[src/rtl/dmem_port_arbiter.sv]
// dmem_port_arbiter
//   Shares the single-port 64-word data memory between the pipeline MEM stage (P)
//   and the program/data loader (L). At most one access is issued per cycle. Each
//   read is tagged so that its data, which returns one cycle later, reaches the
//   requester that issued it.
//
//   Optional feature: define DMEM_STARVE_GUARD_EN to add the loader starvation
//   guard. Once L has waited STARVE_MAX consecutive cycles, it wins the port in
//   IDLE for one cycle. Without the macro, P has strict priority in IDLE.
//
// Ports
//   clk, rst                    clock (rising edge), async active-high reset
//   p_req/p_we/p_addr/p_wdata   pipeline access request
//   p_flush                     kills this cycle's P request and the P read in flight
//   p_gnt, p_stall              P issued / P held off (combinational)
//   p_rvalid, p_rdata           P read response (driven from the registered tag)
//   l_req/l_we/l_lock/l_addr/l_wdata  loader request; l_lock keeps the port (burst)
//   l_gnt                       L issued (combinational)
//   l_rvalid, l_rdata           L read response (driven from the registered tag)
//   mem_en/mem_we/mem_addr/mem_wdata/mem_rdata  memory port, 1-cycle read latency
module dmem_port_arbiter #(
  parameter int unsigned DATA_W = 16,
  parameter int unsigned ADDR_W = 6
`ifdef DMEM_STARVE_GUARD_EN
  ,
  parameter int unsigned STARVE_MAX = 4
`endif
) (
  input  logic              clk,
  input  logic              rst,
  input  logic              p_req,
  input  logic              p_we,
  input  logic [ADDR_W-1:0] p_addr,
  input  logic [DATA_W-1:0] p_wdata,
  input  logic              p_flush,
  output logic              p_gnt,
  output logic              p_stall,
  output logic              p_rvalid,
  output logic [DATA_W-1:0] p_rdata,
  input  logic              l_req,
  input  logic              l_we,
  input  logic              l_lock,
  input  logic [ADDR_W-1:0] l_addr,
  input  logic [DATA_W-1:0] l_wdata,
  output logic              l_gnt,
  output logic              l_rvalid,
  output logic [DATA_W-1:0] l_rdata,
  output logic              mem_en,
  output logic              mem_we,
  output logic [ADDR_W-1:0] mem_addr,
  output logic [DATA_W-1:0] mem_wdata,
  input  logic [DATA_W-1:0] mem_rdata
);

  typedef enum logic {IDLE = 1'b0, L_LOCK = 1'b1} state_t;
  typedef enum logic [1:0] {TAG_NONE = 2'd0, TAG_P = 2'd1, TAG_L = 2'd2} tag_t;

  state_t            state_q, state_d;
  tag_t              tag_q, tag_d;
  logic              pv;
  logic              starve_force;
  logic [DATA_W-1:0] p_hold_q, l_hold_q;

  // A flushed P request is treated as absent.
  assign pv = p_req & ~p_flush;

`ifdef DMEM_STARVE_GUARD_EN
  localparam int unsigned CNT_W = $clog2(STARVE_MAX + 1);
  logic [CNT_W-1:0] starve_cnt_q;

  // Count consecutive cycles in which L waits. The count saturates at STARVE_MAX.
  assign starve_force = (starve_cnt_q == CNT_W'(STARVE_MAX));

  always_ff @(posedge clk or posedge rst) begin
    if (rst) begin
      starve_cnt_q <= '0;
    end else if (!l_req || l_gnt) begin
      starve_cnt_q <= '0;
    end else if (!starve_force) begin
      starve_cnt_q <= starve_cnt_q + CNT_W'(1);
    end
  end
`else
  assign starve_force = 1'b0;
`endif

  // Grant decision and next state. No access is issued while reset is held.
  always_comb begin
    state_d = state_q;
    p_gnt   = 1'b0;
    l_gnt   = 1'b0;
    if (!rst) begin
      case (state_q)
        IDLE: begin
          if (l_req && (starve_force || !pv)) begin
            l_gnt = 1'b1;
            if (l_lock) state_d = L_LOCK;
          end else if (pv) begin
            p_gnt = 1'b1;
          end
        end
        L_LOCK: begin
          // P is held off for the whole burst, including the cycle in which L releases the port.
          l_gnt = l_req;
          if (!l_req || !l_lock) state_d = IDLE;
        end
        default: state_d = IDLE;
      endcase
    end
  end

  // Memory port mux. The port is parked at zero when no access is issued.
  always_comb begin
    mem_we    = 1'b0;
    mem_addr  = '0;
    mem_wdata = '0;
    if (p_gnt) begin
      mem_we    = p_we;
      mem_addr  = p_addr;
      mem_wdata = p_wdata;
    end else if (l_gnt) begin
      mem_we    = l_we;
      mem_addr  = l_addr;
      mem_wdata = l_wdata;
    end
  end

  assign mem_en  = p_gnt | l_gnt;
  assign p_stall = p_req & ~p_gnt & ~rst;

  // Tag the read issued this cycle so its data is routed next cycle.
  always_comb begin
    tag_d = TAG_NONE;
    if (p_gnt && !p_we) begin
      tag_d = TAG_P;
    end else if (l_gnt && !l_we) begin
      tag_d = TAG_L;
    end
  end

  always_ff @(posedge clk or posedge rst) begin
    if (rst) begin
      state_q <= IDLE;
      tag_q   <= TAG_NONE;
    end else begin
      state_q <= state_d;
      tag_q   <= tag_d;
    end
  end

  // Read data arrives in the cycle after issue. A flush in that cycle drops the P response.
  assign p_rvalid = (tag_q == TAG_P) & ~p_flush;
  assign l_rvalid = (tag_q == TAG_L);
  assign p_rdata  = p_rvalid ? mem_rdata : p_hold_q;
  assign l_rdata  = l_rvalid ? mem_rdata : l_hold_q;

  // Keep the last delivered word visible while no response is valid.
  always_ff @(posedge clk or posedge rst) begin
    if (rst) begin
      p_hold_q <= '0;
      l_hold_q <= '0;
    end else begin
      if (p_rvalid) p_hold_q <= mem_rdata;
      if (l_rvalid) l_hold_q <= mem_rdata;
    end
  end

endmodule

[config.mk]
export PLATFORM = sky130hd
export DESIGN_NAME = dmem_port_arbiter
export DESIGN_NICKNAME = d
export VERILOG_FILES = /design/src/rtl/dmem_port_arbiter.sv
export SDC_FILE = /design/constraint.sdc
export NUM_CORES = 1
export LEC_CHECK = 0
export CAP_MARGIN = 30
export CELL_PAD_IN_SITES_DETAIL_PLACEMENT = 0
export CELL_PAD_IN_SITES_GLOBAL_PLACEMENT = 2
export CORE_ASPECT_RATIO = 1.5
export CORE_MARGIN = 2
export CORE_UTILIZATION = 19
export CTS_CLUSTER_DIAMETER = 80
export CTS_CLUSTER_SIZE = 8
export DETAILED_ROUTE_END_ITERATION = 6
export PLACE_DENSITY = 0.8
export SLEW_MARGIN = 5
export SYNTH_ARGS = -nofsm -noshare
export SYNTH_HDL_FRONTEND = slang
export SYNTH_SLANG_ARGS = --single-unit
[constraint.sdc]
create_clock -name clk -period 1.8 [get_ports clk]
set_input_delay 0.27 -clock clk [delete_from_list [all_inputs] [get_ports clk]]
set_output_delay 0.27 -clock clk [all_outputs]
set_load 0.005 [all_outputs]
==> impl_metrics.env <==
export IMPL_outcome="complete, but fails checks"
export IMPL_failed_checks="negative setup slack"
export IMPL_maxSlewViolCount=0
export IMPL_dp_hpwl_um=4390
export IMPL_grt_first_pass_wirelength_um=10400
export IMPL_max_clock_freq_mhz=488
export IMPL_drive_above_1_share_pct=55.1
export IMPL_clock_sinks=35
export IMPL_dr_first_iter_drc_count=23
export IMPL_rsz0062_at_grt="yes"
export IMPL_clock_path_buffers=2
export IMPL_drt_total_wl_um=6800
export IMPL_internal_power_uw=2610
export IMPL_numCtsBuffers=5
export IMPL_placementRows=41
export IMPL_cts_root_buf="clkbuf_16"
export IMPL_hold_class="primary input to async pin"
export IMPL_p_leak_uw=0.00185
export IMPL_ys_flop_type="dfrtp_1"
export IMPL_synth_top_area_cell="dfrtp_1"
export IMPL_fp_dieH_um=119
export IMPL_avgRoutedWirePerCell_um=17.0
export IMPL_hold_slack_ns=0.452
export IMPL_layout_commonest_cell="clkdlybuf4s50_1"
export IMPL_avgSynthCellArea_um2=14.7
export IMPL_synth_seq_area_share_pct=52.4
export IMPL_synth_distinct_cells=18
export IMPL_synth_area_leaders="dfrtp_1, mux2_2, a32o_1, buf_8, buf_2"
export IMPL_yosysWarnings=0
export IMPL_cp_start_kind="register"
export IMPL_num_vias=1787
export IMPL_cp_max_fo=3
export IMPL_timing_worst_setup_path_type="register to output port"
export IMPL_antenna_found_initial=0
export IMPL_syn_nets=182
export IMPL_crit_required_ns=1.53
export IMPL_max_cap_violations=0
export IMPL_slew_headroom_pct=69.4
export IMPL_h_tree_depth=2
export IMPL_area_growth_pct=129
export IMPL_pre_cts_ws_ns=-0.588
export IMPL_async_flop_share_pct=100
export IMPL_grt_pass1_vias=1976
export IMPL_syn_cell_area_um2=1670
export IMPL_gr_total_overflow=0
export IMPL_power_switching_uw=737
export IMPL_final_cell_mix="clkdlybuf4s50_1, buf_6, dfrtp_1"
export IMPL_num_fill_cells=806
export IMPL_gp_congestion=0.675
export IMPL_die_area_um2=9570
export IMPL_finalHoldViolCount=0
export IMPL_antenna_cells=0
export IMPL_arrival_ns=1.78
export IMPL_worst_pin_slew_ns=0.459
export IMPL_coreArea_um2=8460
export IMPL_powerDensity_nw_per_um2=874
export IMPL_clockPowerShare_pct=32.6
export IMPL_nets=359
export IMPL_vdd_drop_max_v=0.000543
export IMPL_dr_pass1_iters=4
export IMPL_start_util_pct=19.7
export IMPL_synth_top_area_share_pct=52.4
export IMPL_tns_ns=-6.61
export IMPL_cts_tree="yes"
export IMPL_drtAntennaViolNets=0
export IMPL_p_sw_share_pct=22.0
export IMPL_gr_usage_all_layers_pct=14.6
export IMPL_ios=129
export IMPL_fin_crit_ns=2.05
export IMPL_die_x_um=80.6
export IMPL_postSynthCellCount=114
export IMPL_synth_edff_count=0
export IMPL_port_buffers=128
export IMPL_p_comb_share_pct=37.0
export IMPL_ys_ff_latch=35
export IMPL_insertion_delay_ns=0.27
export IMPL_viasPerCell=4.48
export IMPL_drc=0
export IMPL_end_kind="output port"
export IMPL_timing_final_crit_share_pct=114
export IMPL_setup_viol=52
export IMPL_hold_buffers=0
export IMPL_setup_ws_ns=-0.249
export IMPL_grt_max_degree=36
export IMPL_p_seq_share_pct=30.3
export IMPL_clk_pin_slew_ns=0.05
export IMPL_fin_skew_ns=0.00223
==> worst max-delay path: stages, from the launching register on <==
cell and delay (ns):
dfrtp_1 0.41, buf_6 0.13, nor4b_4 0.35, clkbuf_16 0.20
buf_6 0.10, buf_6 0.10, a32o_1 0.11, buf_2 0.11
==> per-stage QoR <==
step | instances | utilization (%) | instance area [um^2] | power, uW
floorplan | 114 | - | 1670 | 1330
global placement | 349 | 37.0 | 3130 | 1980
detailed placement | 349 | 37.0 | 3130 | 2000
CTS | 395 | 44.9 | 3800 | 3350
global route | 399 | 45.3 | 3830 | 3540
finish | 399 | 45.3 | 3830 | 3350
==> sequential cells by signal, summed over array words and instances (netlist names) <==
signal,flops
tag_q,2
p_hold_q,16
state_q,1
l_hold_q,16
==> synth_stat cells, types with 2 or more instances <==
master / instances
buf_6: 2
dfrtp_1: 35
inv_1: 2
nor2b_1: 2
mux2_2: 31
buf_2: 5
buf_8: 2
a32o_1: 24
clkbuf_1: 2
==> worst paths after layout <==
kind | start | to | slack [ns] | depth (start not counted)
setup / recovery | state_q$_DFFE_PP0N_ | mem_wdata[2] | -0.25 | 7
hold / removal | rst | state_q$_DFFE_PP0N_ | 0.45 | 4
setup reg to reg | tag_q[1]$_DFF_PP0_ | p_hold_q[8]$_DFF_PP0_ | 0.17 | 6
hold reg to reg | l_hold_q[14]$_DFF_PP0_ | l_hold_q[14]$_DFF_PP0_ | 0.49 | 1
max in group asynchronous | rst | tag_q[1]$_DFF_PP0_ | 0.98 | 4
min in group clk | l_hold_q[14]$_DFF_PP0_ | l_hold_q[14]$_DFF_PP0_ | 0.49 | 1
==> logic make-up (layout without fill, tap and decap cells) <==
family                 after synthesis  after routing  share of synthesized area (%)
buffers and inverters               13            191                           5.54
and+or+nand+nor                      9              9                           5.47
muxes                               32             32                           21.6
AOI/OAI and AO/OA                   25             25                           15.0
DFF                                 35             35                           52.4
==> power groups by stage <==
stage	Combinational, uW	Clock (uW)	Sequential, uW
floorplan	331	0	1000
global placement	974	0	1010
detailed placement	981	0	1020
CTS	1190	1140	1010
global route	1330	1170	1040
finish	1240	1090	1020
==> per-layer routing <==
layer | share of wire [%] | GRT usage (%) | wire, um | up-vias
li1 | - | - | - | 797
met1 | 34 | 14.8 | 2300 | 857
met2 | 53 | 26.9 | 3580 | 123
met3 | 11 | 5.30 | 763 | 10
met4 | 2.4 | 4.87 | 160 | 0
met5 | 0 | 0 | 0 | -
==> layout make-up <==
class | instances | area (um^2) | share of cell area, %
Sequential cell | 35 | 877 | 22.9
Timing Repair Buffer | 181 | 1790 | 46.6
Clock inverter | 2 | 60.1 | 1.57
Inverter | 2 | 7.51 | 0.196
Tap cell | 107 | 134 | 3.49
Clock buffer | 6 | 129 | 3.36
Multi-Input combinational cell | 66 | 838 | 21.9
==> timing repair <==
action | in CTS | in global routing
pin swaps | 13 | 8
setup buffers | 32 | 8
cloned | 6 | 1
endpoints found under the setup margin | 61 | 55
resized for setup | 298 | 33
(Power assumes the default switching activity.)
